--- src/rtl/cpu_pkg.sv ---
// Shared CPU front-end definitions: datapath width, instruction size and the
// fetch sequencer state encoding.
package cpu_pkg;

    localparam int XLEN        = 32;
    localparam int INSTR_BYTES = 4;

    typedef logic [1:0] fstate_t;

    localparam fstate_t FS_IDLE = 2'd0;
    localparam fstate_t FS_REQ  = 2'd1;
    localparam fstate_t FS_WAIT = 2'd2;
    localparam fstate_t FS_HOLD = 2'd3;

    // Fetch addresses are always word aligned; the low bits of a target are ignored.
    function automatic logic [XLEN-1:0] align_pc(input logic [XLEN-1:0] a);
        return {a[XLEN-1:2], 2'b00};
    endfunction

endpackage

--- src/rtl/fetch_ctrl_if.sv ---
// Instruction-memory request/response channel plus the fetch-to-decode handoff.
interface fetch_ctrl_if;
    import cpu_pkg::*;

    logic            imem_req;
    logic [XLEN-1:0] imem_addr;
    logic            imem_ready;
    logic            imem_rvalid;
    logic [XLEN-1:0] imem_rdata;

    logic            if_valid;
    logic [XLEN-1:0] if_pc;
    logic [XLEN-1:0] if_instr;
    logic            if_ready;

    // master = fetch sequencer; slave = memory + decode environment
    modport master (
        output imem_req, imem_addr, if_valid, if_pc, if_instr,
        input  imem_ready, imem_rvalid, imem_rdata, if_ready
    );

    modport slave (
        input  imem_req, imem_addr, if_valid, if_pc, if_instr,
        output imem_ready, imem_rvalid, imem_rdata, if_ready
    );

endinterface

--- src/rtl/fetch_ctrl.sv ---
// Instruction-fetch sequencer: owns the PC, keeps one memory request in flight,
// discards responses made stale by a redirect and holds each word for decode.
module fetch_ctrl
    import cpu_pkg::*;
#(
    parameter logic [XLEN-1:0] RESET_PC = 32'h0000_0000,
    parameter int              CNT_W    = 16
) (
    input  logic             clk,
    input  logic             rst_n,
    input  logic             redirect_valid,
    input  logic [XLEN-1:0]  redirect_addr,
    input  logic             stall,
    fetch_ctrl_if.master     bus,
    output logic [XLEN-1:0]  pc_q,
    output logic [CNT_W-1:0] drop_cnt
);

    fstate_t         state, state_nxt;
    logic            stale;
    logic            req_hold;
    logic            if_valid_q;
    logic [XLEN-1:0] if_pc_q;
    logic [XLEN-1:0] if_instr_q;

    logic            redir;
    logic            issue;
    logic            consume;
    logic            req_c;

    // Redirects arriving before the first request are not architecturally visible.
    assign redir   = redirect_valid && (state != FS_IDLE);
    assign issue   = req_c && bus.imem_ready;
    assign consume = if_valid_q && bus.if_ready;

    always_ff @(posedge clk or negedge rst_n) begin
        if (!rst_n) begin
            state      <= FS_IDLE;
            pc_q       <= RESET_PC;
            stale      <= 1'b0;
            req_hold   <= 1'b0;
            drop_cnt   <= '0;
            if_valid_q <= 1'b0;
            if_pc_q    <= '0;
            if_instr_q <= '0;
        end else begin
            state    <= state_nxt;
            req_hold <= req_c && !bus.imem_ready && !redir;

            if (redir)
                pc_q <= align_pc(redirect_addr);
            else if (issue)
                pc_q <= pc_q + XLEN'(INSTR_BYTES);

            case (state)
                FS_REQ: begin
                    // A request issued alongside a redirect fetches the wrong path.
                    if (issue)
                        stale <= redir;
                end
                FS_WAIT: begin
                    if (bus.imem_rvalid) begin
                        stale <= 1'b0;
                        if (stale || redir) begin
                            if (drop_cnt != {CNT_W{1'b1}})
                                drop_cnt <= drop_cnt + CNT_W'(1);
                        end else begin
                            if_valid_q <= 1'b1;
                            if_pc_q    <= pc_q - XLEN'(INSTR_BYTES);
                            if_instr_q <= bus.imem_rdata;
                        end
                    end else if (redir) begin
                        stale <= 1'b1;
                    end
                end
                FS_HOLD: begin
                    if (consume || redir)
                        if_valid_q <= 1'b0;
                end
                default: ;
            endcase
        end
    end

    always_comb begin
        state_nxt = state;
        case (state)
            FS_IDLE: if (!stall) state_nxt = FS_REQ;
            FS_REQ:  if (issue) state_nxt = FS_WAIT;
            FS_WAIT: if (bus.imem_rvalid) state_nxt = (stale || redir) ? FS_REQ : FS_HOLD;
            FS_HOLD: if (consume || redir) state_nxt = FS_REQ;
            default: state_nxt = FS_IDLE;
        endcase
    end

    // Once presented, a request stays up through a late stall until accepted.
    always_comb begin
        req_c = 1'b0;
        if (state == FS_REQ)
            req_c = !stall || req_hold;
    end

    assign bus.imem_req  = req_c;
    assign bus.imem_addr = pc_q;
    assign bus.if_valid  = if_valid_q;
    assign bus.if_pc     = if_pc_q;
    assign bus.if_instr  = if_instr_q;

endmodule

--- src/flat_wrapper.sv ---
// flat-port wrapper written by rule: the top's interface ports become plain ports
module fetch_ctrl_flat import cpu_pkg::*;
#(
    parameter logic [XLEN-1:0] RESET_PC = 32'h0000_0000,
    parameter int              CNT_W    = 16
)
  (clk, rst_n, redirect_valid, redirect_addr, stall, pc_q, drop_cnt, bus_imem_req, bus_imem_addr, bus_if_valid, bus_if_pc, bus_if_instr, bus_imem_ready, bus_imem_rvalid, bus_imem_rdata, bus_if_ready);
  fetch_ctrl_if bus_i ();
  input  logic clk;
  input  logic rst_n;
  input  logic redirect_valid;
  input  logic [XLEN-1:0] redirect_addr;
  input  logic stall;
  output logic [XLEN-1:0] pc_q;
  output logic [CNT_W-1:0] drop_cnt;
  output wire logic [$bits(bus_i.imem_req)-1:0] bus_imem_req;
  output wire logic [$bits(bus_i.imem_addr)-1:0] bus_imem_addr;
  output wire logic [$bits(bus_i.if_valid)-1:0] bus_if_valid;
  output wire logic [$bits(bus_i.if_pc)-1:0] bus_if_pc;
  output wire logic [$bits(bus_i.if_instr)-1:0] bus_if_instr;
  input wire logic [$bits(bus_i.imem_ready)-1:0] bus_imem_ready;
  input wire logic [$bits(bus_i.imem_rvalid)-1:0] bus_imem_rvalid;
  input wire logic [$bits(bus_i.imem_rdata)-1:0] bus_imem_rdata;
  input wire logic [$bits(bus_i.if_ready)-1:0] bus_if_ready;
  assign bus_imem_req = bus_i.imem_req;
  assign bus_imem_addr = bus_i.imem_addr;
  assign bus_if_valid = bus_i.if_valid;
  assign bus_if_pc = bus_i.if_pc;
  assign bus_if_instr = bus_i.if_instr;
  assign bus_i.imem_ready = bus_imem_ready;
  assign bus_i.imem_rvalid = bus_imem_rvalid;
  assign bus_i.imem_rdata = bus_imem_rdata;
  assign bus_i.if_ready = bus_if_ready;
  fetch_ctrl #(.RESET_PC(RESET_PC), .CNT_W(CNT_W)) u_core (.clk(clk), .rst_n(rst_n), .redirect_valid(redirect_valid), .redirect_addr(redirect_addr), .stall(stall), .bus(bus_i), .pc_q(pc_q), .drop_cnt(drop_cnt));
endmodule
--- config.mk ---
export PLATFORM = sky130hd
export DESIGN_NAME = fetch_ctrl_flat
export DESIGN_NICKNAME = d
export VERILOG_FILES = /design/src/rtl/cpu_pkg.sv /design/src/rtl/fetch_ctrl_if.sv /design/src/rtl/fetch_ctrl.sv /design/src/flat_wrapper.sv
export SDC_FILE = /design/constraint.sdc
export NUM_CORES = 1
export LEC_CHECK = 0
export BUFFER_PORTS_ARGS = -buffer_cell sky130_fd_sc_hd__buf_2
export CORE_MARGIN = 2
export CORE_UTILIZATION = 30
export CTS_BUF_LIST = sky130_fd_sc_hd__clkbuf_8
export DETAILED_ROUTE_END_ITERATION = 10
export GPL_TIMING_DRIVEN = 0
export SLEW_MARGIN = 20
export SYNTH_ARGS = -nofsm -noshare
export SYNTH_HDL_FRONTEND = slang
export SYNTH_SLANG_ARGS = --single-unit
--- constraint.sdc ---
create_clock -name clk -period 3.1 [get_ports clk]
set_input_delay 0.62 -clock clk [delete_from_list [all_inputs] [get_ports clk]]
set_output_delay 0.62 -clock clk [all_outputs]
set_load 0.01 [all_outputs]
Yosys cells after proc, flatten, opt, wreduce, memory -nomap -nowiden
Cells that the tools add are included.
{"block": "totals", "inputBits": 71, "word_cells": 60, "out_inout_bits": 146, "register_bits": 117}
{"block": "op_classes", "addsub": 3, "bitwise_logic": 1, "eq_ne": 10, "muxes": 17, "reduce_logical": 21}
{"op": "32-bit two-way mux", "n": 2}
{"op": "32-bit by 3-bit adder with 32-bit output (second input constant)", "n": 1}
{"op": "32-bit by 3-bit subtractor with 32-bit output (second input constant)", "n": 1}
{"op": "16-bit by 1-bit adder with 16-bit output (second input constant)", "n": 1}
{"op": "16-bit inequality test (second input constant)", "n": 1}
{"op": "4-bit AND reduction", "n": 3}
{"op": "2-bit two-way mux", "n": 5}
{"op": "2-bit case mux with 4 select lines", "n": 1}
{"op": "2-bit nonzero test", "n": 4}
{"op": "1-bit two-way mux", "n": 7}
{"op": "2-bit inequality test (second input constant)", "n": 3}
{"op": "3-bit AND reduction", "n": 2}
{"op": "1-bit logical AND", "n": 5}
{"op": "2-bit == test (second input constant)", "n": 2}
{"op": "2-bit by 1-bit inequality test with 1-bit output (second input constant)", "n": 2}
{"op": "1-bit case mux with 2 select lines", "n": 2}
{"op": "1-bit logical NOT", "n": 3}
{"op": "1-bit logical OR", "n": 3}
{"op": "3-bit by 2-bit inequality test with 1-bit output (second input constant)", "n": 1}
{"op": "2-bit by 1-bit == test with 1-bit output (second input constant)", "n": 1}
{"op": "2-bit logical NOT", "n": 1}
{"op": "1-bit NOT", "n": 1}

Longest topological paths before layout
Gate-level depths: netlist of the first run.
{"block": "depth", "ltp_word": 6, "ltp_mapped": 8, "mapped_depth_nobuf": 7}

Worst setup path after synthesis of the first run
Ideal clock, no wire load.
{"block": "synth_timing", "path_kind": "reg2reg", "start": "register u_core.state[0]", "end": "register u_core.drop_cnt[15]", "setup_ns": 0.079, "t_arrival_ns": 1.962, "synth_period_minus_slack_ns": 2.042, "path_buffers": 0, "t_required_ns": 3.021, "slack_ns": 1.058, "stages_incl_launch_ff": 8, "cell_sequence": "dfrtp_1 inv_1 ha_1 nand2_1 o21bai_1 or4b_2 nor2_1 xor2_1"}
{"block": "synth_between", "elab_chain_len": 4, "elab_cells_between_ends": 5, "classes_between": "1 x eq/ne; 4 x reduce/logical"}
{"element": "from (decl)", "line_no": "fetch_ctrl.sv:19", "text": "fstate_t state, state_nxt;"}
{"element": "from (signal assigned)", "line_no": "fetch_ctrl.sv:47", "text": "state <= state_nxt;"}
{"element": "2-bit nonzero test", "line_no": "fetch_ctrl.sv:32", "text": "assign redir = redirect_valid && (state != FS_IDLE);"}
{"element": "1-bit logical AND", "line_no": "fetch_ctrl.sv:32"}
{"element": "1-bit logical OR", "line_no": "fetch_ctrl.sv:64", "text": "if (stale || redir) begin"}
{"element": "4-bit AND reduction (no source line) (*)"}
{"element": "to (signal assigned)", "line_no": "fetch_ctrl.sv:66", "text": "drop_cnt <= drop_cnt + CNT_W'(1);"}
{"element": "to (decl)", "line_no": "fetch_ctrl.sv:16", "text": "output logic [CNT_W-1:0] drop_cnt"}
Mark *: on every way between the ends. The rest lies on a longest branch, timed or not.
A chain may end at the register's enable or synchronous reset.

Worst setup path in the final report of the first run
{"block": "layout_timing", "start": "register u_core.state[1]", "end": "register u_core.if_pc_q[10], in the netlist u_core.bus.if_pc[10]"}
{"block": "layout_between", "elab_chain_len": 5, "elab_cells_between_ends": 6, "classes_between": "1 x eq/ne; 1 x bitwise; 4 x reduce/logical"}
{"element": "2-bit nonzero test", "line_no": "fetch_ctrl.sv:32"}
{"element": "1-bit logical AND", "line_no": "fetch_ctrl.sv:32"}
{"element": "1-bit logical OR", "line_no": "fetch_ctrl.sv:64"}
{"element": "1-bit NOT (no source line)"}
{"element": "3-bit AND reduction (no source line) (*)"}
{"element": "to (signal assigned)", "line_no": "fetch_ctrl.sv:69", "text": "if_pc_q <= pc_q - XLEN'(INSTR_BYTES);"}
{"element": "to (decl)", "line_no": "fetch_ctrl.sv:23", "text": "logic [XLEN-1:0] if_pc_q;"}
Marked as above.

==> flow_metrics.py, run 1 <==
metrics = {
    "logic_synthesis": {
        "netlist_top_cells_count": "170 x nand2_1, 113 x dfrtp_1, 50 x o21ai_0, 44 x xnor2_1, 39 x buf_4",
        "ys_seq_area_share_pct": 47.38,
        "netlist_area_sq_mm": 0.005968,
        "synth_enable_flop_cells": 0,
        "yosysUniqueCellTypes": 58,
        "synth_area_leaders": "dfrtp_1 47%, nand2_1 11%, xnor2_1 6.5%",
        "synth_seq_cells": 113,
        "avgSynthCellArea_sq_um": 9.043,
        "synth_top_flop_cell": "dfrtp_1",
        "yosysMostFrequentCell": "nand2_1",
        "yosys.area.top_type": "dfrtp_1",
        "synth_top_area_share_pct": 47.38,
        "async_flop_share_pct": 100.0,
        "yosys_warnings": 0,
        "synthCells": 660,
    },
    "grt": {
        "grt_usage_pct": 16.87,
        "grt_pass1_wl_um": 27990,
        "grt_pass1_vias": 5043,
        "gr-total-overflow": 0,
        "antenna_found_initial": 0,
        "grt_max_degree": 78,
    },
    "sta": {
        "slew_viol_final": 0,
        "fmax_mhz": 365.2,
        "finClkSkew_ps": 10.46,
        "holdWs_ps": 74.15,
        "worst_slack_ps": 361.8,
        "maxSlewHeadroom_pct": 36.27,
        "rsz0062_at_grt": "false",
        "hold_viol": 0,
        "fin_crit_ps": 2738,
        "worst_slew_pin_slew_ps": 948.6,
        "fin_crit_sh_pct": 88.33,
        "setup_violations": 0,
    },
    "status": {
        "outcome": "finished clean",
    },
    "cts": {
        "cts_buffers": 17,
        "postCtsResizedCells": 0,
        "cts_setup_buffers": 0,
        "clk_path_buf_depth": 2,
        "cts.clk_slew.worst_paths_ps": 80,
        "cts_tree": "yes",
        "htreeDepth": 4,
        "clkSinkCount": 113,
        "cts_hold_buf": 0,
        "clk_latency_ps": 440,
        "cts_root_buffer": "clkbuf_8",
    },
    "power": {
        "p_per_area_mw_per_mm2": 904.9,
        "irDropWorstVdd_v": 0.0003260,
        "p_leak_nw": 3.901,
    },
    "setup_path": {
        "crit_chain": "inv_1 -> ha_1 -> nor2b_1 -> clkbuf_1 -> nor3_1 -> clkbuf_1 -> a31oi_1",
        "slowest_delay_ps": 850,
        "arrival_ps": 3030,
        "crit_path_top_delay_cell": "nor3_1",
        "worst-path-max-fanout": 10,
        "cp_top_family": "simple AND/OR/NAND/NOR gates",
        "cp.required_ps": 3390,
        "endpoint_kind": "register",
        "startpoint_type": "register",
        "crit_buf_inv": 3,
        "cpMostUsedCell": "clkbuf_1",
        "worstSetupPathType": "reg2reg",
    },
    "die": {
        "io_pins": 217,
        "fp-row-count": 51,
        "die_x_um": 145.0,
        "core_sq_mm": 0.01946,
        "fp.dieArea_sq_mm": 0.02104,
        "start_util_pct": 30.67,
        "die_h_um": 145.0,
    },
    "place": {
        "portBuffers": 208,
        "place_congestion": 0.7908,
        "dpl.hpwl_um": 13310,
        "dp_slack_ps": 142.0,
        "placed_area_sq_mm": 0.007393,
    },
    "worst_hold_path": {
        "worst_hold_path_type": "in2async",
    },
    "layout": {
        "stdcell_area_sq_mm": 0.007825,
        "antenna_cells": 0,
        "area.growth.synth_to_final_pct": 31.11,
        "nets": 971,
        "nFillCells": 2007,
        "drive_above_1_share_pct": 33.22,
    },
    "route": {
        "vias": 5310,
        "drt-total-wl_um": 17580,
        "firstDrtPassIters": 4,
        "final_antenna_net_count": 0,
        "drt_iter0_markers": 279,
        "vias_per_cell": 4.535,
        "route.detailed.drc": 0,
        "wl_per_cell_um": 15.01,
    },
    "run": {
        "cap_violations": 0,
    },
}
-- metal layers --
metal	up-vias	track usage [%]	share of wire, %
met5	-	0	0
met4	0	5.990	1.8
met3	22	3.365	5.1
met2	167	25.95	45
met1	2478	23.62	48
li1	2643	-	-
-- where the power goes --
| part | switching, mW | total (mW) | internal (mW) |
|---|---|---|---|
| clock network | 0.646 | 1.51 | 0.860 |
| logic | 1.66 | 3.01 | 1.34 |
| registers | 0.567 | 2.57 | 2.00 |
| total | 2.88 | 7.08 | 4.20 |
-- cell usage in the layout, fill, tap and decap left out, types with 3 or more instances in the layout --
cell type | Yosys | final
nand4_1 | 12 | 12
nor4_1 | 14 | 14
inv_1 | 8 | 8
o21ai_0 | 50 | 50
and4_1 | 5 | 5
nand3_1 | 23 | 23
buf_2 | 5 | 212
and3_1 | 9 | 9
clkbuf_8 | 3 | 23
buf_4 | 39 | 39
bufinv_16 | 0 | 3
xor2_1 | 22 | 22
clkinvlp_4 | 0 | 4
a31oi_1 | 4 | 4
conb_1 | 1 | 6
dfrtp_1 | 113 | 113
clkbuf_1 | 23 | 23
nor3_1 | 15 | 15
nor3b_1 | 3 | 3
buf_6 | 3 | 4
ha_1 | 7 | 7
and2_1 | 3 | 3
xnor2_1 | 44 | 44
nand2_1 | 170 | 170
a21oi_1 | 8 | 8
nor2_1 | 35 | 35
-- cell families (layout without fill, tap and decap cells) --
family | Yosys count | count (layout) | synth area share, %
and+or+nand+nor | 311 | 311 | 24.88
DFF | 113 | 113 | 47.38
buffers and inverters | 83 | 324 | 8.805
AOI/OAI and AO/OA | 77 | 77 | 7.359
xor gates and xnor gates | 66 | 66 | 9.685
adders and majority gates | 7 | 7 | 1.467
muxes | 2 | 2 | 0.3564
other | 1 | 6 | 0.06283
-- sequential cells by signal (all words and copies together) (netlist names) --
signal                cells
u_core.bus.imem_addr     30
u_core.stale              1
u_core.req_hold           1
u_core.state              2
u_core.bus.if_pc         30
u_core.bus.if_valid       1
u_core.drop_cnt          16
u_core.bus.if_instr      32
-- cell type report --
class | instances | area, sq um | area share [%]
flip-flops and latches | 113 | 2828 | 36.14
multi-input cells | 469 | 2634 | 33.66
repair buffers | 209 | 1075 | 13.74
plain buffers | 75 | 495.5 | 6.332
well taps | 265 | 331.6 | 4.237
clock buffers | 20 | 275.3 | 3.518
clock inverters | 12 | 156.4 | 1.999
inverters | 8 | 30.03 | 0.3838
-- worst paths after layout --
check,startpoint,to,slack (ps),cells after the start
worst max-delay path,u_core.state[1],u_core.bus.if_pc[10],360,7
worst min-delay path,rst_n,u_core.state[0],70,1
worst max register to register,u_core.state[1],u_core.bus.if_pc[10],360,7
worst min register to register,u_core.bus.if_instr[9],u_core.bus.if_instr[9],470,2
max in group asynchronous,rst_n,u_core.bus.if_pc[10],2310,2
min in group clk,bus_imem_rdata[6],u_core.bus.if_instr[6],370,3
-- per-stage QoR --
step	utilization [%]	power, mW	cells	TNS (ps)
after CTS	40.21	7.163	1171	0
after global placement	37.81	5.570	1138	-9445
after detailed placement	37.99	5.627	1139	0
after global routing	40.21	7.591	1171	0
final	40.21	7.081	1171	0
after floorplan	-	4.295	665	0
Note: power is estimated with default switching activity, not from simulation.
==> run 2, diff against run 1 <==
--- a/config.mk
+++ b/config.mk
@@ -11,6 +11,8 @@
 export CTS_BUF_LIST = sky130_fd_sc_hd__clkbuf_8
 export DETAILED_ROUTE_END_ITERATION = 10
 export GPL_TIMING_DRIVEN = 0
+export MAX_ROUTING_LAYER = met4
+export SKIP_LAST_GASP = 1
 export SLEW_MARGIN = 20
 export SYNTH_ARGS = -nofsm -noshare
 export SYNTH_HDL_FRONTEND = slang
==> flow_metrics.py, run 2 (same netlist as run 1, synthesis figures left out) <==
metrics = {
    "status": {
        "outcome": "finished clean",
    },
    "layout": {
        "largest_reg_flops": 32,
        "final_common_cell": "buf_2",
        "nFillCells": 2007,
        "area.growth.synth_to_final_pct": 31.11,
        "stdcell_area_sq_mm": 0.007825,
        "drive_above_1_share_pct": 33.22,
        "antenna_cells": 0,
        "nets": 971,
        "mostFrequentLayoutCells": "212 x buf_2, 170 x nand2_1, 113 x dfrtp_1",
        "fin_util_pct": 40.21,
    },
    "power": {
        "p_comb_share_pct": 42.4,
        "p_leak_nw": 3.901,
        "p_int_mw": 4.205,
        "p_per_area_mw_per_mm2": 904.5,
        "seqPwrFrac_pct": 36.3,
        "switching_share_pct": 40.59,
        "pwr-share-clk_pct": 21.3,
        "irDropWorstVdd_v": 0.0003277,
        "switchingPower_mw": 2.873,
        "power_mw": 7.078,
    },
    "setup_path": {
        "crit_chain": "inv_1 -> ha_1 -> nor2b_1 -> clkbuf_1 -> nor3_1 -> clkbuf_1 -> a31oi_1",
        "cpMostUsedCell": "clkbuf_1",
        "endpoint_kind": "register",
        "arrival_ps": 3040,
        "cp.required_ps": 3400,
        "path_depth": 7,
        "worst-path-max-fanout": 10,
        "cp_top_family": "simple AND/OR/NAND/NOR gates",
        "crit_path_top_delay_cell": "nor3_1",
        "worstRegToRegCells": 7,
        "crit_buf_inv": 3,
        "slowest_delay_ps": 860,
        "startpoint_type": "register",
        "worstSetupPathType": "reg2reg",
    },
    "route": {
        "route.detailed.drc": 0,
        "firstDrtPassIters": 5,
        "drt-total-wl_um": 17590,
        "vias": 5336,
        "drt_iter0_markers": 308,
        "final_antenna_net_count": 0,
        "vias_per_cell": 4.557,
        "wl_per_cell_um": 15.02,
    },
    "cts": {
        "cts_setup_buffers": 0,
        "cts_root_buffer": "clkbuf_8",
        "cts.clk_slew.worst_paths_ps": 80,
        "cts_hold_buf": 0,
        "clk_latency_ps": 450,
        "postCtsResizedCells": 0,
        "cts_tree": "yes",
        "clk_path_buf_depth": 2,
        "cts_buffers": 17,
        "htreeDepth": 4,
        "clkSinkCount": 113,
    },
    "place": {
        "dpl.hpwl_um": 13310,
        "place_congestion": 0.8022,
        "placed_area_sq_mm": 0.007393,
        "portBuffers": 208,
    },
    "die": {
        "die_h_um": 145.0,
        "fp-row-count": 51,
        "core_sq_mm": 0.01946,
        "fp.dieArea_sq_mm": 0.02104,
        "die_x_um": 145.0,
        "io_pins": 217,
        "start_util_pct": 30.67,
    },
    "sta": {
        "holdWs_ps": 69.54,
        "worst_slew_pin_slew_ps": 968.1,
        "hold_viol": 0,
        "setup_violations": 0,
        "slew_viol_final": 0,
        "rsz0062_at_grt": "false",
        "fin_crit_sh_pct": 88.36,
        "fin_crit_ps": 2739,
        "maxSlewHeadroom_pct": 34.96,
        "fmax_mhz": 365.1,
        "finClkSkew_ps": 10.16,
    },
    "grt": {
        "gr-total-overflow": 0,
        "grt_usage_pct": 17.39,
        "antenna_found_initial": 0,
        "grt_max_degree": 78,
        "grt_pass1_vias": 5054,
        "grt_pass1_wl_um": 28030,
    },
    "run": {
        "cap_violations": 0,
    },
    "worst_hold_path": {
        "worst_hold_path_type": "in2async",
    },
}
run 2: cell counts in the layout (fill, tap and decap cells not counted):
Identical to the previous run, type by type.
run 2: power by group through the flow:
stage	logic, mW	registers (mW)	clock network, mW
CTS	3.04	2.57	1.55
global placement	3.00	2.57	0
global route	3.32	2.65	1.62
detailed placement	3.03	2.60	0
floorplan	1.59	2.70	0
finish	3.00	2.57	1.51
run 2: area by class of cell:
class                   count  area (sq um)  area share, %
multi-input cells         469          2634          33.66
inverters                   8         30.03         0.3838
plain buffers              75         495.5          6.332
clock inverters            12         156.4          1.999
well taps                 265         331.6          4.237
clock buffers              20         275.3          3.518
repair buffers            209          1075          13.74
flip-flops and latches    113          2828          36.14
run 2: per-layer routing:
metal	track usage [%]	vias up	wire length, um	part of all wire, %
met5	-	-	0	0
met4	5.990	0	306	1.7
met3	3.239	22	874	5.0
met2	25.88	167	7899	45
met1	23.84	2502	8512	48
li1	-	2645	-	-
run 2: final timing paths:
kind	to	slack [ps]	from
hold reg to reg	u_core.bus.if_instr[9]	470	u_core.bus.if_instr[9]
min in group clk	u_core.bus.if_instr[6]	360	bus_imem_rdata[6]
setup / recovery	u_core.bus.if_pc[10]	360	u_core.state[1]
setup reg to reg	u_core.bus.if_pc[10]	360	u_core.state[1]
max in group asynchronous	u_core.bus.if_pc[10]	2310	rst_n
hold / removal	u_core.state[0]	70	rst_n
run 2: stage by stage:
step                      setup slack (ps)  std cells  setup TNS [ps]
after floorplan                       1058        665               0
after global routing                 107.8       1171               0
after CTS                            229.4       1171               0
after global placement              -95.10       1138           -9445
after detailed placement             142.0       1139               0
final                                360.7       1171               0
==> run 3, diff against run 2 <==
--- a/config.mk
+++ b/config.mk
@@ -6,7 +6,7 @@
 export NUM_CORES = 1
 export LEC_CHECK = 0
 export BUFFER_PORTS_ARGS = -buffer_cell sky130_fd_sc_hd__buf_2
-export CORE_MARGIN = 2
+export CORE_MARGIN = 1
 export CORE_UTILIZATION = 30
 export CTS_BUF_LIST = sky130_fd_sc_hd__clkbuf_8
 export DETAILED_ROUTE_END_ITERATION = 10
==> flow_metrics.py, run 3 (same netlist as run 1, synthesis figures left out) <==
metrics = {
    "cts": {
        "cts_hold_buf": 0,
        "cts.clk_slew.worst_paths_ps": 70,
        "postCtsResizedCells": 0,
        "cts_setup_buffers": 0,
        "htreeDepth": 4,
        "cts_buffers": 17,
        "cts_tree": "yes",
        "cts_root_buffer": "clkbuf_8",
        "clkSinkCount": 113,
        "clk_latency_ps": 440,
        "clk_path_buf_depth": 2,
    },
    "sta": {
        "setup_violations": 0,
        "worst_slew_pin_slew_ps": 924.0,
        "hold_viol": 0,
        "fmax_mhz": 370.7,
        "rsz0062_at_grt": "false",
        "tns_ps": 0,
        "maxSlewHeadroom_pct": 37.93,
        "fin_crit_sh_pct": 87.03,
        "fin_crit_ps": 2698,
        "finClkSkew_ps": 11.20,
        "slew_viol_final": 0,
        "worst_slack_ps": 402.2,
    },
    "route": {
        "wl_per_cell_um": 14.72,
        "firstDrtPassIters": 5,
        "drt-total-wl_um": 17240,
        "drt_iter0_markers": 292,
        "vias_per_cell": 4.512,
        "vias": 5283,
        "route.detailed.drc": 0,
        "final_antenna_net_count": 0,
    },
    "grt": {
        "grt_pass1_wl_um": 26850,
        "grt_usage_pct": 18.05,
        "gr-total-overflow": 0,
        "antenna_found_initial": 0,
        "grt_max_degree": 79,
        "grt_pass1_vias": 4968,
    },
    "setup_path": {
        "cpMostUsedCell": "clkbuf_1",
        "crit_path_top_delay_cell": "nor3_1",
        "crit_chain": "inv_1 -> ha_1 -> nor2b_1 -> clkbuf_1 -> nor3_1 -> clkbuf_1 -> a31oi_1",
        "worstRegToRegCells": 7,
        "arrival_ps": 2990,
        "worst-path-max-fanout": 10,
        "regToRegSetupSlack_ps": 400,
        "endpoint_kind": "register",
        "cp.required_ps": 3400,
        "r2r_end": "u_core.bus.if_pc[10]",
        "slowest_delay_ps": 840,
        "worstSetupPathType": "reg2reg",
        "startpoint_type": "register",
        "r2r-start": "u_core.state[1]",
    },
    "layout": {
        "antenna_cells": 0,
        "final_common_cell": "buf_2",
        "largest_reg_flops": 32,
        "nFillCells": 1988,
        "area.growth.synth_to_final_pct": 31.49,
        "drive_above_1_share_pct": 32.89,
        "mostFrequentLayoutCells": "212 x buf_2, 170 x nand2_1, 113 x dfrtp_1",
        "nets": 971,
    },
    "die": {
        "die_h_um": 143.0,
        "io_pins": 217,
        "die_x_um": 143.0,
        "fp.dieArea_sq_mm": 0.02046,
        "fp-row-count": 51,
        "core_sq_mm": 0.01946,
        "start_util_pct": 30.67,
    },
    "power": {
        "irDropWorstVdd_v": 0.0003936,
        "p_leak_nw": 3.933,
        "p_per_area_mw_per_mm2": 911.1,
        "power_mw": 7.150,
    },
    "place": {
        "dp_slack_ps": 192.2,
        "place_congestion": 0.8363,
        "portBuffers": 208,
        "dpl.hpwl_um": 12930,
    },
    "run": {
        "cap_violations": 0,
    },
    "worst_hold_path": {
        "worst_hold_path_type": "in2async",
    },
    "status": {
        "outcome": "finished clean",
    },
}
-- run 3: final cells by class --
class | instances | area (sq um) | area share (%)
clock inverters | 13 | 192.7 | 2.455
repair buffers | 209 | 1075 | 13.70
flip-flops and latches | 113 | 2828 | 36.03
plain buffers | 75 | 495.5 | 6.314
multi-input cells | 469 | 2634 | 33.56
well taps | 265 | 331.6 | 4.225
clock buffers | 19 | 261.5 | 3.332
inverters | 8 | 30.03 | 0.3827
-- run 3: worst max-delay path, delay by kind of cell (launching register included) --
kind | cells | cell delay, ps
buffers and inverters | 3 | 900
and+or+nand+nor | 2 | 910
DFF | 1 | 430
adders and majority gates | 1 | 170
AOI/OAI and AO/OA | 1 | 140
-- run 3: through the flow --
step | cells | instance area (sq um) | hold slack, ps | utilization (%)
after CTS | 1171 | 7848 | 56.20 | 40.32
final | 1171 | 7848 | 69.81 | 40.32
after detailed placement | 1139 | 7393 | 457.8 | 37.99
after floorplan | 665 | 5987 | 324.4 | -
after global routing | 1171 | 7848 | 61.20 | 40.32
after global placement | 1138 | 7360 | 455.3 | 37.81
-- run 3: worst max path at each step --
| stage | startpoint | to | slack, ps | cells after the start |
|---|---|---|---|---|
| global route | u_core.state[0] | u_core.bus.if_pc[25] | 160 | 7 |
| finish | u_core.state[1] | u_core.bus.if_pc[10] | 400 | 7 |
| global placement | rst_n | u_core.bus.if_instr[12] | -100 | 1 |
| CTS | u_core.state[1] | u_core.bus.if_pc[10] | 300 | 7 |
| detailed placement | redirect_valid | u_core.bus.if_pc[10] | 190 | 6 |
| floorplan | u_core.state[0] | u_core.drop_cnt[15] | 1060 | 7 |
-- run 3: power by group --
part | leakage [nW] | internal (mW) | switching (mW)
Clock | 0.239 | 0.988 | 0.624
Combinational | 2.24 | 1.34 | 1.63
Sequential | 1.46 | 2.00 | 0.563
-- run 3: routing by layer --
metal / share of wire [%] / track usage (%)
met1: 47 / 23.36
met5: 0 / -
met4: 1.2 / 5.829
met2: 46 / 27.55
met3: 6.0 / 4.427
